===== src/rtl/rf_scoreboard.sv =====
// Register file with a per-register pending bit for operand hazard tracking.
// Writeback clears pending, issue sets it, and reads can forward same-cycle writeback data.
module rf_scoreboard #(
    parameter int DATA_WIDTH = 8,
    parameter int REG_COUNT  = 8,
    parameter int ZERO_REG   = 1,
    parameter int BYPASS     = 1,
    localparam int AW        = $clog2(REG_COUNT)
) (
    input  logic                  clk,
    input  logic                  rst,
    input  logic                  issue_en,
    input  logic [AW-1:0]         issue_addr,
    input  logic                  wb_en,
    input  logic [AW-1:0]         wb_addr,
    input  logic [DATA_WIDTH-1:0] wb_data,
    input  logic                  rd_en1,
    input  logic [AW-1:0]         rd_addr1,
    input  logic                  rd_en2,
    input  logic [AW-1:0]         rd_addr2,
    output logic [DATA_WIDTH-1:0] rd_data1,
    output logic [DATA_WIDTH-1:0] rd_data2,
    output logic                  rd_ready1,
    output logic                  rd_ready2,
    output logic                  stall,
    output logic [AW:0]           pending_count
);

    logic [DATA_WIDTH-1:0] regs [REG_COUNT];
    logic [REG_COUNT-1:0]  pending;
    logic                  wb_ok;
    logic                  issue_ok;
    logic                  zero1, zero2;
    logic                  fwd1, fwd2;

    // Writes and issues aimed at the hardwired zero register are dropped.
    always_comb begin
        wb_ok    = wb_en    && !((ZERO_REG != 0) && (wb_addr    == '0));
        issue_ok = issue_en && !((ZERO_REG != 0) && (issue_addr == '0));
    end

    // Register array and pending bits; an issue to the written address wins over the clear.
    always_ff @(posedge clk or posedge rst) begin
        if (rst) begin
            for (int unsigned i = 0; i < REG_COUNT; i++) begin
                regs[i] <= '0;
            end
            pending <= '0;
        end else begin
            if (wb_ok) begin
                regs[wb_addr]    <= wb_data;
                pending[wb_addr] <= 1'b0;
            end
            if (issue_ok) begin
                pending[issue_addr] <= 1'b1;
            end
        end
    end

    // Read port 1: zero register, then forwarded writeback, then stored value.
    always_comb begin
        zero1     = (ZERO_REG != 0) && (rd_addr1 == '0);
        fwd1      = (BYPASS != 0) && wb_en && (wb_addr == rd_addr1) && !zero1;
        rd_data1  = zero1 ? '0 : (fwd1 ? wb_data : regs[rd_addr1]);
        rd_ready1 = zero1 || !pending[rd_addr1] || fwd1;
    end

    // Read port 2: identical to port 1, fully independent.
    always_comb begin
        zero2     = (ZERO_REG != 0) && (rd_addr2 == '0);
        fwd2      = (BYPASS != 0) && wb_en && (wb_addr == rd_addr2) && !zero2;
        rd_data2  = zero2 ? '0 : (fwd2 ? wb_data : regs[rd_addr2]);
        rd_ready2 = zero2 || !pending[rd_addr2] || fwd2;
    end

    // Hazard whenever an in-use operand is not ready.
    always_comb begin
        stall = (rd_en1 && !rd_ready1) || (rd_en2 && !rd_ready2);
    end

    // Population count of the registered pending vector only.
    always_comb begin
        pending_count = '0;
        for (int unsigned i = 0; i < REG_COUNT; i++) begin
            pending_count = pending_count + (AW + 1)'(pending[i]);
        end
    end

endmodule


===== config.mk =====
export PLATFORM = sky130hd
export DESIGN_NAME = rf_scoreboard
export DESIGN_NICKNAME = d
export VERILOG_FILES = /design/src/rtl/rf_scoreboard.sv
export SDC_FILE = /design/constraint.sdc
export NUM_CORES = 1
export LEC_CHECK = 0
export CAP_MARGIN = 0
export CORE_MARGIN = 10
export CORE_UTILIZATION = 57
export DETAILED_ROUTE_END_ITERATION = 8
export HOLD_SLACK_MARGIN = 0.08
export PLACE_DENSITY_LB_ADDON = 0.1
export SKIP_LAST_GASP = 1
export SYNTH_ARGS = -nofsm -noshare
export SYNTH_HDL_FRONTEND = slang
export SYNTH_SLANG_ARGS = --single-unit

===== constraint.sdc =====
create_clock -name clk -period 3.5 [get_ports clk]
set_input_delay 0.525 -clock clk [delete_from_list [all_inputs] [get_ports clk]]
set_output_delay 0.525 -clock clk [all_outputs]
set_load 0.1 [all_outputs]

# Word level (Yosys, flattened, before mapping)
# Index checks and enable logic that the tools add are counted.
dict set report op_classes {
  addsub 7
  order_cmp 10
  eq_ne 2
  muxes 23
  bitwise_logic 6
  n_reduce_logical 28
}
# operator n
set ops {}
lappend ops {{$mux 8} 11}
lappend ops {{$bwmux 64} 1}
lappend ops {{$bmux 8 s3} 2}
lappend ops {{$demux 8 s3} 1}
lappend ops {{$add 4x1->4} 4}
lappend ops {{$lt 3x4->1 const B} 4}
lappend ops {{$ge 4x4->1 const B} 3}
lappend ops {{$logic_not 3->1} 4}
lappend ops {{$not 3->4} 3}
lappend ops {{$logic_and 1x1->1} 11}
lappend ops {{$and 8x8->8} 1}
lappend ops {{$logic_not 1->1} 8}
lappend ops {{$not 8->8} 1}
lappend ops {{$or 8x8->8} 1}
lappend ops {{$bmux 1 s3} 2}
lappend ops {{$demux 1 s3} 2}
lappend ops {{$eq 3x3->1} 2}
lappend ops {{$ge 3x1->1 const B} 2}
lappend ops {{$logic_or 1x1->1} 5}
lappend ops {{$add 3x1->4} 1}
lappend ops {{$lt 4x1->1 const B} 1}
lappend ops {{$mux 1} 4}
lappend ops {{$add 2x1->3} 1}
lappend ops {{$add 1x1->2} 1}
dict set report totals {
  regBits 72
  input_bits 26
  output_inout_bits 23
}

# Longest topological paths before layout
# Gate-level depths: netlist (run 1).
dict set report logic_depth {
  ltp_word 9
  depth_mapped 8
  mapped_depth_nobuf 8
}

# Least setup slack after synthesis (run 1)
# No wires, ideal clock.
dict set report synth_path {
  path_type {register to output}
  startpoint {register pending[3]}
  endpoint {output port pending_count[2]}
  t_arrival_ns 3.610
  required_time_ns 2.975
  setup_slack_ns -0.635
  stages_incl_launch_ff 9
  path_cell_list {dfrtp_1 > fa_1 > inv_1 > fa_1 > inv_1 > ha_1 > inv_1 > fa_1 > xnor2_1}
}
dict set report synth_between {
  elab_chain_cells 5
}
# element line_no
set synth_lines {}
lappend synth_lines {{start, declared} 30} ;# logic [REG_COUNT-1:0] pending;
lappend synth_lines {{start signal, assigned} 48} ;# pending <= '0;
lappend synth_lines {{start signal, assigned by index} 52} ;# pending[wb_addr] <= 1'b0;
lappend synth_lines {{start signal, assigned by index} 55} ;# pending[issue_addr] <= 1'b1;
lappend synth_lines {{$add 3x1->4} 85} ;# pending_count = pending_count + (AW + 1)'(pending[i]);
lappend synth_lines {{$add 4x1->4 (4 in a row)} 85}
lappend synth_lines {{end, declared} 26} ;# output logic [AW:0] pending_count
# No other way between the ends.

# Worst setup path after layout (run 1)
dict set report layout_path {
  startpoint {register pending[3]}
  endpoint {output port pending_count[1]}
}
# Same word-level chain as after synthesis.

==> results.md, run 1 <==
* H-Tree Depth at 3
* Hold Crit Class: flip-flop to flip-flop
* # clock sinks at 72
* DP Area at 0.00521 mm^2
* Routability congestion estimate from global placement at 0.835
* P_leak at about 2.3 nW
* Cell taking the most area after synthesis: dfrtp_1
* Final nets at 393
* 1st-pass router iterations at 5
* DR WL met2 at between 5000 and 6000 um
* Final ANT Viol Nets at 0
* M1 WL at ~4500 um
* Fillers at ~480
* CTS tree: built
* Ports at a little under 50
* Final instance area at 0.00542 mm^2
* Worst-path clk slew at 0.08 ns
* Post-DR vias/cell at around 6.4
* Largest net degree at the start of global routing at 40
* Via count at 2960
* Met3 wire length at 685 um
* Mapped Area at ~0.0043 mm^2
* Final min period at 3.37 ns
* Worst setup EP type: primary output
* Initial core utilization at ~59%
* Cts bufs inserted at 9
* Max-cap violations at 0
* Post-DR wirelength/cell at 23.5 um
* Non-filler instance count after layout at 464
* Die area at 0.0114 mm^2
* Share of layout cells above drive strength 1 at 46.0%
* Ranking of synthesized cells by area: dfrtp_1, mux2_2, mux4_2
* DRC violation count after routing at 0
* Mean area per synthesized cell at 14.2 um^2
* Tot GR Track Use at slightly below 20%
* Drt total wl at 10900 um
* Share of the synthesized area in the top cell type at 42.2%
* Clock Tree Buf Depth at 2
* DPL Wire Length at slightly below 8000 um
* Setup Viol. Count Final at 0
* Required time worst endpoint at 2.97 ns
* Post-Place Setup Slack at 0.318 ns
* RSZ-0062 raised after global routing: false
* First-iteration detailed-routing DRC count at around 190
* First-pass GRT wire length at 17200 um
* Cell Pwr Density at about 700 mW/mm^2
* Number of antenna diodes at 0
* Synthesis warning total at 0
* DR top layer: met4
* # hold bufs at CTS at 0
* Final Slew Violations at 0
* Critical path launch point type: flip-flop
* Pwr Total at approximately 3.8 mW
* Setup Skew at 0 ns
* Fin crit share at 96.2%
* Worst Max-Slew Pin Slew at 1.14 ns
* CP Class: flip-flop to primary output
* Worst vdd ir at around 0.00034 V
* Clk_lat worst skew at 0.35 ns
* Synthesis-to-finish area growth at 26.8%
* Die H at 107 um
* Syn Inst Count at 302
* Fmax at 297 MHz
* Yosys cell types at 30
* Post-placement cell count at 447
* TNS Setup at 0 ns
* Synth Net Count at about 340
* Final hold vios at 0
* Initial antenna violation count at 0
* Vias in the first global route at 3014
* Arr. time, crit path at 2.84 ns
* Core outline area at 0.00725 mm^2
* FF+latch count, synth at 72
* Die width at approximately 110 um
* Total grt overflow at 0
* Status: complete, no violations
* Clk root buf: clkbuf_8
* Fin worst setup slack at approximately 0.13 ns
* Worst Path Max Fanout at 3
* IO Port Bufs at 48
* # rows at 31
* Sequential-to-total area share from yosys stat at 42.2%
* Max_slew headroom at 23.3%
==> synthesized netlist by cell type (all sizes together) <==
| library cell | count |
|---|---|
| a211oi | 16 |
| a21oi | 1 |
| buf | 18 |
| clkbuf | 9 |
| dfrtp | 72 |
| fa | 4 |
| ha | 3 |
| inv | 14 |
| mux2 | 56 |
| mux2i | 18 |
| mux4 | 36 |
| nand2 | 7 |
| nand2b | 3 |
| nand4 | 3 |
| nand4b | 3 |
| nor2 | 16 |
| nor2b | 1 |
| nor3 | 3 |
| nor4bb | 2 |
| o21ai | 4 |
| o22ai | 3 |
| o32ai | 1 |
| or3b | 2 |
| xnor2 | 7 |
==> cell type report <==
cell class	instances	area (um^2)	area share, %
multi-input cells	189	2340	43.1
clock buffers	9	124	2.29
repair buffers	74	906	16.7
well taps	99	124	2.29
flip-flops and latches	72	1800	33.3
clock inverters	7	72.6	1.34
inverters	14	52.6	0.970
==> layout by cell type, fill, tap and decap left out, types with 2 or more instances in the layout <==
cell type        netlist  layout
nor4bb_2               0       2
mux2_2                56      56
a211oi_1              16       6
nand4b_1               3       3
a211oi_2               0      10
buf_12                 0      23
clkinvlp_4             0       2
nand2_1                7       7
mux4_1                13      13
ha_1                   3       3
nor3_2                 3       3
mux2i_1               18      18
fa_1                   4       3
o22ai_1                2       2
inv_1                 14      12
clkdlybuf4s50_1        0      25
nand2b_1               3       3
o21ai_0                4       4
dfrtp_1               72      71
clkinv_4               0       2
inv_2                  0       2
mux4_2                23      23
buf_4                  4      26
xnor2_1                7       6
nand4_1                2       2
clkinv_2               0       2
clkbuf_8               0       9
nor2_1                16      16
==> power breakdown <==
part	switching, mW	total, mW	internal [mW]	leakage, nW
registers	0.127	1.12	0.991	0.878
clock network	0.333	0.662	0.329	0.0952
logic	1.20	2.01	0.812	1.37
total	1.66	3.79	2.13	2.34
==> per-stage QoR <==
stage | util [%] | hold WS (ns)
finish | 74.7 | 0.404
global route | 74.7 | 0.419
CTS | 74.5 | 0.399
detailed placement | 71.8 | 0.381
global placement | 71.8 | 0.374
floorplan | - | 0.436
==> what timing repair did <==
item	CTS	global route
buffers inserted	0	1
gates resized for setup	0	3
setup endpoints to repair	0	2
==> metal layers <==
layer	vias up	global-route usage [%]
li1	1269	-
met1	1544	24.8
met2	126	32.4
met3	21	4.97
met4	0	6.38
met5	-	0
==> worst paths after layout <==
| check | startpoint | to | slack (ns) | cells after the start |
|---|---|---|---|---|
| max | pending[3] | pending_count[1] | 0.13 | 9 |
| min reg2reg | regs[61] | regs[61] | 0.40 | 0 |
| max in group asynchronous | rst | pending[3] | 2.20 | 3 |
| max reg2reg | regs[53] | regs[53] | 2.69 | 1 |
| min in group asynchronous | rst | regs[35] | 0.62 | 2 |
| min | regs[61] | regs[61] | 0.40 | 0 |
==> registers in the layout, indices dropped and copies added (netlist names) <==
register and flops:
pending 8, regs 64
==> worst max-delay path: stages, from the launching register on <==
cell and delay (ns):
dfrtp_2 0.43, fa_1 0.54, inv_1 0.05, fa_1 0.50, inv_1 0.04, ha_1 0.18
inv_1 0.07, fa_2 0.43, inv_2 0.08, buf_12 0.17
==> kinds of logic after synthesis <==
group                    synth area share [%]
AO/OA/AOI/OAI                            4.19
AND/OR/NAND/NOR                          5.45
buffers and inverters                    4.95
XOR/XNOR                                 1.43
adder cells (fa/ha/maj)                  2.75
flip-flops                               42.2
multiplexers                             39.1
Power figures use the tool's default switching activity.
==> run 2, diff against run 1 <==
--- a/config.mk
+++ b/config.mk
@@ -6,6 +6,7 @@
 export NUM_CORES = 1
 export LEC_CHECK = 0
 export CAP_MARGIN = 0
+export CORE_ASPECT_RATIO = 1.2
 export CORE_MARGIN = 10
 export CORE_UTILIZATION = 57
 export DETAILED_ROUTE_END_ITERATION = 8
==> results.md, run 2 (synthesis gave the netlist of run 1 again) <==
* Hold_sp: regs[63]
* Setup Viol. Count Final at 0
* Reg2Reg Depth at 1
* 1st-pass router iterations at 4
* Hold path depth at 0
* Arr. time, crit path at 2.86 ns
* Largest net degree at the start of global routing at 38
* Final instance area at 0.00548 mm^2
* Final hold vios at 0
* R2R Setup Slk at roughly 2.7 ns
* Sequential Power Share at between 20 and 30%
* Commonest non-fill, non-tap cell in the layout: dfrtp_1
* DPL Wire Length at roughly 7500 um
* Hold Crit Class: flip-flop to flip-flop
* Most frequent cells in the layout: dfrtp_1, mux2_2, buf_4, clkdlybuf4s50_1, buf_12
* Max_slew headroom at 30.1%
* Final min period at 3.39 ns
* Worst Max-Slew Pin Slew at 1.04 ns
* # rows at 34
* P_int at 2.26 mW
* Combinational share of power at between 50 and 60%
* Die H at approximately 110 um
* # clock sinks at 72
* Hold Path End: regs[63]
* Clk_lat worst skew at 0.35 ns
* Core outline area at 0.00727 mm^2
* Cell Pwr Density at between 700 and 800 mW/mm^2
* Final ANT Viol Nets at 0
* Setup Skew at 0 ns
* IO Port Bufs at 48
* Fin crit share at 96.8%
* Final nets at 395
* Tot GR Track Use at 18.8%
* Via count at 2875
* Clk root buf: clkbuf_8
* Max reg flops at 64
* CP Class: flip-flop to primary output
* Die area at 0.0114 mm^2
* Die width at 99.1 um
* Share of layout cells above drive strength 1 at between 40% and 50%
* Fmax at 295 MHz
* Regs by FF count: regs: 64 flops, pending: 8 flops
* Number of antenna diodes at 0
* Max-cap violations at 0
* Required time worst endpoint at 2.97 ns
* Worst-path clk slew at about 0.080 ns
* Worst setup EP type: primary output
* Routability congestion estimate from global placement at 0.875
* First-iteration detailed-routing DRC count at 183
* H-Tree Depth at 3
* Switching share of power at 42.0%
* Initial core utilization at 58.8%
* Switching power total at approximately 1.6 mW
* Post-DR wirelength/cell at 23.0 um
* Post-DR vias/cell at approximately 6.3
* DRC violation count after routing at 0
* DP Area at ~0.0052 mm^2
* Total grt overflow at 0
* Final Slew Violations at 0
* Synthesis-to-finish area growth at 28.2%
* Worst vdd ir at 0.00131 V
* Worst r2r dst: regs[52]
* CTS tree: built
* First-pass GRT wire length at 16900 um
* Ports at 49
* Cts bufs inserted at 9
* Critical path launch point type: flip-flop
* Hold_ws at 0.396 ns
* Initial antenna violation count at 0
* Worst Path Max Fanout at 3
* P_leak at 2.37 nW
* RSZ-0062 raised after global routing: true
* Pwr Total at 3.90 mW
* Vias in the first global route at 3034
* Largest Register: regs
* Clock network fraction of design power at 19.8%
* Clock Tree Buf Depth at 2
* Status: complete, no violations
* Drt total wl at 10500 um
* Worst reg2reg startpoint: regs[52]
==> run 2: critical path, stage by stage, from the launching register on <==
cell     delay [ns]
dfrtp_1        0.42
fa_1           0.53
inv_1          0.05
fa_1           0.43
inv_1          0.06
ha_2           0.16
inv_1          0.05
fa_2           0.36
xnor2_2        0.23
buf_12         0.20
==> run 2: worst max-delay path by stage <==
stage                            from          endpoint  slack, ns  cells after the start
final                      pending[3]  pending_count[2]       0.11                      9
after global routing       pending[0]  pending_count[2]      -0.05                      9
after CTS                  pending[3]  pending_count[2]       0.03                      9
after detailed placement  rd_addr2[2]             stall       0.36                      5
after global placement    rd_addr2[0]             stall       0.41                      6
after floorplan            wb_addr[1]       rd_data1[0]      -0.51                      5
==> run 2: power by group through the flow <==
stage / sequential (mW) / combinational (mW) / clock, mW
finish: 1.12 / 2.00 / 0.774
global route: 1.14 / 2.10 / 0.821
CTS: 1.12 / 2.01 / 0.784
detailed placement: 1.13 / 2.01 / 0
floorplan: 1.08 / 1.41 / 0
global placement: 1.12 / 1.98 / 0
==> run 2: per-stage QoR <==
step           cells  worst slack [ns]  setup TNS, ns  util, %
2_1_floorplan    302            -0.515          -3.12        -
3_3_place_gp     438             0.405              0     71.6
3_5_place_dp     438             0.360              0     71.6
4_1_cts          454            0.0264              0     74.9
5_1_grt          457           -0.0500        -0.0500     75.3
6_report         457             0.112              0     75.3
==> run 2: what timing repair did <==
item,CTS,global route
setup buffers,0,3
resized for setup,0,3
endpoints found under the setup margin,1,2
hold buffers,0,0
pin swaps,1,1
gates cloned,0,0
==> run 2: final cells by class <==
| class | instances | area (um^2) |
|---|---|---|
| multi-input combinational | 189 | 2340 |
| inverter | 14 | 52.6 |
| clock inverter | 4 | 75.1 |
| fill | 464 | 1790 |
| timing repair buffer | 76 | 933 |
| tap | 90 | 113 |
| clock buffer | 12 | 165 |
| sequential | 72 | 1800 |
==> run 2: layer usage <==
metal  share of wire, %  vias to the layer above  GRT usage [%]
li1                   -                     1273              -
met1                 42                     1489           24.1
met2                 50                       98           30.3
met3                6.7                       15           5.58
met4                1.7                        0           5.74
met5                  0                        -              0
